File: config.mk
export PLATFORM = sky130hd
export DESIGN_NAME = alarm_ctrl
export DESIGN_NICKNAME = d
export VERILOG_FILES = /design/src/rtl/alarm_pkg.sv /design/src/rtl/alarm_tone_gen.sv /design/src/rtl/alarm_ctrl.sv
export SDC_FILE = /design/constraint.sdc
export NUM_CORES = 1
export LEC_CHECK = 0
export ABC_AREA = 1
export CORE_MARGIN = 4
export CORE_UTILIZATION = 58
export DETAILED_ROUTE_END_ITERATION = 16
export DONT_BUFFER_PORTS = 1
export HOLD_SLACK_MARGIN = 0.06
export PLACE_DENSITY_LB_ADDON = 0.08
export SLEW_MARGIN = 20
export SYNTH_ARGS = -nofsm -noshare
export SYNTH_HDL_FRONTEND = slang
export SYNTH_HIERARCHICAL = 1
export SYNTH_SLANG_ARGS = --single-unit
File: constraint.sdc
create_clock -name clk -period 2.1 [get_ports clk]
set_input_delay 0.105 -clock clk [delete_from_list [all_inputs] [get_ports clk]]
set_output_delay 0.105 -clock clk [all_outputs]
set_load 0.05 [all_outputs]
File: src/rtl/alarm_pkg.sv
// Shared definitions for the alarm controller: state encoding, default
// timing parameters and the next-state rule used by the FSM and the buzzer gate.
package alarm_pkg;

  typedef enum logic [1:0] {
    IDLE    = 2'd0,
    ARMED   = 2'd1,
    RINGING = 2'd2,
    SNOOZE  = 2'd3
  } alarmStateT;

  localparam int RING_MINUTES_DEFAULT   = 5;
  localparam int SNOOZE_MINUTES_DEFAULT = 9;
  localparam int TONE_HALF_DEFAULT      = 50000;
  localparam int BEAT_CYCLES_DEFAULT    = 25000000;

  // Button inputs are one-cycle pulses; there is no handshake, a pulse is
  // acted on in the cycle it is high and never held or queued.
  // Priority: dismiss > armToggle > snooze > minTick/matchRise.
  function automatic alarmStateT nextState(
    input alarmStateT cur,
    input logic       matchRise,
    input logic       armToggle,
    input logic       snooze,
    input logic       dismiss,
    input logic       minTick,
    input logic [5:0] ringCnt,
    input logic [5:0] snoozeCnt,
    input logic [5:0] ringLimit,
    input logic [5:0] snoozeLimit
  );
    alarmStateT nxt;
    nxt = cur;
    case (cur)
      IDLE: begin
        if (armToggle) nxt = ARMED;
      end
      ARMED: begin
        if (armToggle)      nxt = IDLE;
        else if (matchRise) nxt = RINGING;
      end
      RINGING: begin
        if (dismiss)        nxt = ARMED;
        else if (armToggle) nxt = IDLE;
        else if (snooze)    nxt = SNOOZE;
        else if (minTick && ((ringCnt + 6'd1) == ringLimit)) nxt = ARMED;
      end
      SNOOZE: begin
        if (dismiss)        nxt = ARMED;
        else if (armToggle) nxt = IDLE;
        else if (minTick && ((snoozeCnt + 6'd1) == snoozeLimit)) nxt = RINGING;
      end
      default: nxt = IDLE;
    endcase
    return nxt;
  endfunction

endpackage

File: src/rtl/alarm_tone_gen.sv
// Buzzer waveform: a tone square wave gated on/off by a slower beat.
// clear restarts the pattern (tone low, beat on); en lets it run.
module alarm_tone_gen
  import alarm_pkg::*;
#(
  parameter int TONE_HALF   = TONE_HALF_DEFAULT,
  parameter int BEAT_CYCLES = BEAT_CYCLES_DEFAULT
) (
  input  logic clk,
  input  logic rst,
  input  logic clear,
  input  logic en,
  output logic buzzer
);

  localparam int TONE_W = (TONE_HALF > 1) ? $clog2(TONE_HALF) : 1;
  localparam int BEAT_W = (BEAT_CYCLES > 1) ? $clog2(BEAT_CYCLES) : 1;
  localparam logic [TONE_W-1:0] TONE_LAST = TONE_W'(TONE_HALF - 1);
  localparam logic [BEAT_W-1:0] BEAT_LAST = BEAT_W'(BEAT_CYCLES - 1);

  logic [TONE_W-1:0] toneCnt;
  logic [BEAT_W-1:0] beatCnt;
  logic              tone;
  logic              beatOn;
  logic              toneWrap;
  logic              beatWrap;
  logic              toneNext;
  logic              beatNext;

  assign toneWrap = (toneCnt == TONE_LAST);
  assign beatWrap = (beatCnt == BEAT_LAST);
  assign toneNext = toneWrap ? ~tone : tone;
  assign beatNext = beatWrap ? ~beatOn : beatOn;

  // Counters advance only while enabled; buzzer follows the updated tone/beat
  // so the first high half-period appears without an extra cycle of lag.
  always_ff @(posedge clk) begin
    if (rst || clear) begin
      toneCnt <= '0;
      beatCnt <= '0;
      tone    <= 1'b0;
      beatOn  <= 1'b1;
      buzzer  <= 1'b0;
    end else if (en) begin
      toneCnt <= toneWrap ? '0 : toneCnt + 1'b1;
      beatCnt <= beatWrap ? '0 : beatCnt + 1'b1;
      tone    <= toneNext;
      beatOn  <= beatNext;
      buzzer  <= toneNext & beatNext;
    end else begin
      buzzer  <= 1'b0;
    end
  end

endmodule

File: src/rtl/alarm_ctrl.sv
// Alarm clock controller: detects the rising edge of time==alarm, runs the
// IDLE/ARMED/RINGING/SNOOZE state machine and drives the buzzer.
module alarm_ctrl
  import alarm_pkg::*;
#(
  parameter int RING_MINUTES   = RING_MINUTES_DEFAULT,
  parameter int SNOOZE_MINUTES = SNOOZE_MINUTES_DEFAULT,
  parameter int TONE_HALF      = TONE_HALF_DEFAULT,
  parameter int BEAT_CYCLES    = BEAT_CYCLES_DEFAULT
) (
  input  logic       clk,
  input  logic       rst,
  input  logic [4:0] time_hour,
  input  logic [5:0] time_min,
  input  logic [4:0] alarm_hour,
  input  logic [5:0] alarm_min,
  input  logic       min_tick,
  input  logic       arm_toggle,
  input  logic       snooze,
  input  logic       dismiss,
  output logic       buzzer,
  output logic [1:0] state,
  output logic       ringing,
  output logic       armed_led
);

  alarmStateT stateQ;
  alarmStateT stateNext;
  logic       match;
  logic       matchQ;
  logic       matchRise;
  logic [5:0] ringCnt;
  logic [5:0] snoozeCnt;
  logic       toneClear;
  logic       toneEn;

  // Out-of-range times are simply compared; equality alone decides.
  assign match     = (time_hour == alarm_hour) && (time_min == alarm_min);
  assign matchRise = match & ~matchQ;

  assign stateNext = nextState(stateQ, matchRise, arm_toggle, snooze, dismiss,
                               min_tick, ringCnt, snoozeCnt,
                               6'(RING_MINUTES), 6'(SNOOZE_MINUTES));

  // Tone pattern is held cleared outside RINGING so every entry starts fresh,
  // and is disabled on the edge that leaves RINGING so the buzzer drops at once.
  assign toneClear = (stateQ != RINGING);
  assign toneEn    = (stateNext == RINGING);
  assign state     = stateQ;

  // State register, match history, minute counters and registered status flags.
  always_ff @(posedge clk) begin
    if (rst) begin
      stateQ    <= IDLE;
      matchQ    <= 1'b0;
      ringCnt   <= '0;
      snoozeCnt <= '0;
      ringing   <= 1'b0;
      armed_led <= 1'b0;
    end else begin
      matchQ    <= match;
      stateQ    <= stateNext;
      ringing   <= (stateNext == RINGING);
      armed_led <= (stateNext != IDLE);
      if ((stateNext == RINGING) && (stateQ != RINGING)) begin
        ringCnt <= '0;
      end else if ((stateQ == RINGING) && min_tick && !dismiss && !arm_toggle && !snooze) begin
        ringCnt <= ringCnt + 6'd1;
      end
      if ((stateNext == SNOOZE) && (stateQ != SNOOZE)) begin
        snoozeCnt <= '0;
      end else if ((stateQ == SNOOZE) && min_tick && !dismiss && !arm_toggle) begin
        snoozeCnt <= snoozeCnt + 6'd1;
      end
    end
  end

  alarm_tone_gen #(
    .TONE_HALF   (TONE_HALF),
    .BEAT_CYCLES (BEAT_CYCLES)
  ) toneGen (
    .clk    (clk),
    .rst    (rst),
    .clear  (toneClear),
    .en     (toneEn),
    .buzzer (buzzer)
  );

endmodule

==> results.yml <==
outcome:
  status: "finished, violations left"
  violations: "setup timing"
critical_path:
  start_kind: "flop"
  cp_max_fo: 5
  cp.required_ns: 2.31
  path_class: "reg -> reg"
  arrival_ns: 2.61
  endpoint_kind: "flop"
hold_path:
  min_path_type: "in -> reg"
sta:
  skew_ns: 0.00665
  setup_slack_ns: -0.307
  setup_violations: 42
  worstMarginPinSlew_ns: 0.489
  rsz0062_at_grt: "true"
  fin_crit_ns: 2.41
  fmax_ghz: 0.415
  slew_headroom: 0.674
  drv_slew: 0
  min_period_over_period: 1.15
  holdWs_ns: 0.0982
  hold_viol: 0
floorplan:
  fp.coreArea_um2: 6100
  ios: 33
  start_util: 0.613
  placementRows: 28
  design.die.area_um2: 7790
  die_h_um: 88.3
  die_w_um: 88.3
routing:
  drc: 0
  num_vias: 3817
  detail_route.vias_per_cell: 5.35
  drt_wl_total_um: 9520
  drtPass1Iterations: 5
  post_drt_wl_per_cell_um: 13.3
  ant_nets: 0
  drtIter0Drc: 273
finish:
  layout_commonest_cell: "nand2_1"
  nets: 667
  fillers: 435
  mostFrequentLayoutCells: "127 x nand2_1, 83 x nor2_1, 79 x inv_1, 54 x dfxtp_1, 32 x nand3_1"
  drive_above_1_share: 0.277
  syn_to_final_growth_pct: 27.7
  stdcell_count: 713
  antenna_cells: 0
synth:
  syn-instance-count: 581
  avgSynthCellArea_um2: 6.43
  syn_nets: 615
  synth_seq_cells: 61
  synth.distinct_cells: 35
  yosysWarningCount: 6
  syn_area_um2: 3740
  seq_area_frac_synth: 0.327
flow_run:
  cap_violations: 0
power:
  p_leak_nw: 1.86
  totalPowerFinal_w: 0.00235
  power_density_nw_per_um2: 492
  peakVddDrop_mv: 0.466
global_route:
  overflow: 0
  antenna_found_initial: 0
  grt_usage: 0.252
  first_global_vias: 3546
  grt_pass1_wl_um: 15400
  grt_max_degree: 15
clock_network:
  insertion_delay_ns: 0.34
  clk_pin_slew_ns: 0.07
  cts_tree: "done"
  root_buffer: "clkbuf_8"
  ctsLongestPathBuffers: 2
  htree_levels: 3
  cts_sinks: 61
  numCtsBuffers: 9
placed_design:
  io_buffers: 0
  gp_congestion: 0.866
  dp_hpwl_um: 6060
  place_inst: 673
[synthesized netlist by cell type]
| cell | number | area, µm² |
|---|---|---|
| nand2_1 | 136 | 510 |
| nor2_1 | 100 | 375 |
| inv_1 | 85 | 319 |
| dfxtp_1 | 61 | 1220 |
| nand3_1 | 41 | 205 |
| nor3_1 | 21 | 105 |
| xor2_1 | 16 | 140 |
| a21oi_1 | 14 | 70.1 |
| nand4_1 | 14 | 87.6 |
| nor2_2 | 14 | 87.6 |
| nand2_2 | 12 | 75.1 |
| o21ai_0 | 11 | 55.1 |
| nor2_4 | 7 | 78.8 |
| ha_1 | 6 | 75.1 |
| clkbuf_1 | 3 | 11.3 |
| clkinv_1 | 3 | 11.3 |
| nand3_2 | 3 | 30.0 |
| nand3b_1 | 3 | 22.5 |
| nor3_2 | 3 | 30.0 |
| or2_0 | 3 | 18.8 |
| xnor2_1 | 3 | 26.3 |
| a21oi_2 | 2 | 17.5 |
| a31oi_1 | 2 | 12.5 |
| inv_2 | 2 | 7.51 |
| nand2_4 | 2 | 22.5 |
| nand3_4 | 2 | 35.0 |
| o21ai_1 | 2 | 10.0 |
| o21bai_1 | 2 | 15.0 |
| or2_2 | 2 | 12.5 |
| and2_1 | 1 | 6.26 |
| buf_1 | 1 | 3.75 |
| buf_4 | 1 | 7.51 |
| buf_6 | 1 | 11.3 |
| nand3b_2 | 1 | 11.3 |
| nor3b_1 | 1 | 7.51 |
[report_power, final]
part | switching [W] | internal (W)
Sequential | 0.00000862 | 0.00115
Clock | 0.000448 | 0.000663
Combinational | 0.0000406 | 0.0000302
[worst max-delay path, cell delays in order (launching register included)]
cell and delay [ns]:
dfxtp_4 0.39, ha_4 0.16, nand3_2 0.08, xor2_1 0.16
inv_1 0.05, nand3_1 0.06, nand2_1 0.06, nand2_1 0.04
nand2_1 0.05, nand2_1 0.06, nand2_2 0.09, nand2_4 0.06
nor2_4 0.09, buf_6 0.14, nand2_4 0.06, nor2_4 0.20
nand2_2 0.10, nor2_2 0.12, xor2_1 0.19, nor2_1 0.08
[final cells by class]
class                           instances  area, µm²  share of cell area
Inverter                               90        348              0.0729
Clock buffer                           11        131              0.0275
Tap cell                               75       93.8              0.0197
Sequential cell                        61       1240               0.260
Multi-Input combinational cell        425       2480               0.520
Timing Repair Buffer                   46        403              0.0844
Clock inverter                          5       75.1              0.0157
[worst paths after layout]
path / from / to / slack (ns) / cells past startpoint
hold reg to reg: toneGen/beatOn / toneGen/beatOn / 0.49 / 2
setup / recovery: snoozeCnt[1] / toneGen/beatCnt[10] / -0.31 / 19
hold / removal: rst / toneGen/beatOn / 0.1 / 3
setup reg to reg: snoozeCnt[1] / toneGen/beatCnt[10] / -0.31 / 19
[through the flow]
step | worst slack [ns] | area [µm²] | util | setup TNS [ns]
2_1_floorplan | -0.0890 | 3780 | - | -0.784
3_3_place_gp | -0.261 | 4010 | 0.658 | -4.07
3_5_place_dp | -0.327 | 4010 | 0.658 | -7.17
4_1_cts | -0.218 | 4540 | 0.745 | -5.53
5_1_grt | -0.502 | 4770 | 0.783 | -15.02
6_report | -0.307 | 4770 | 0.783 | -6.72
[logic make-up after synthesis]
group / count (synthesis) / share of synthesized area
DFF: 61 / 0.327
buffers and inverters: 96 / 0.0995
AOI/OAI and AO/OA: 33 / 0.0482
adders and majority gates: 6 / 0.0201
and+or+nand+nor: 366 / 0.461
xor gates and xnor gates: 19 / 0.0445
[sequential cells by signal, indices dropped and copies added, names as in the netlist]
| name | count |
|---|---|
| armed_led | 1 |
| matchQ | 1 |
| ringCnt | 6 |
| ringing | 1 |
| snoozeCnt | 6 |
| state | 2 |
| toneGen/beatCnt | 25 |
| toneGen/beatOn | 1 |
| toneGen/buzzer | 1 |
| toneGen/tone | 1 |
| toneGen/toneCnt | 16 |
[per-layer routing]
layer / up-vias / GRT usage / part of all wire
met5: - / 0 / 0
met4: 0 / 0.0948 / 0.024
met3: 20 / 0.0726 / 0.070
met2: 156 / 0.432 / 0.50
met1: 1727 / 0.298 / 0.41
li1: 1914 / - / -
[timing repair]
action                                 CTS  global route
hold buffers                             2             0
cloned                                   1             1
resized for setup                       47            50
setup endpoints to repair               43            50
pin swaps                               23            36
endpoints found under the hold margin    7             0
setup buffers                           15             5
No activity file was read; power rests on OpenSTA's default activity.
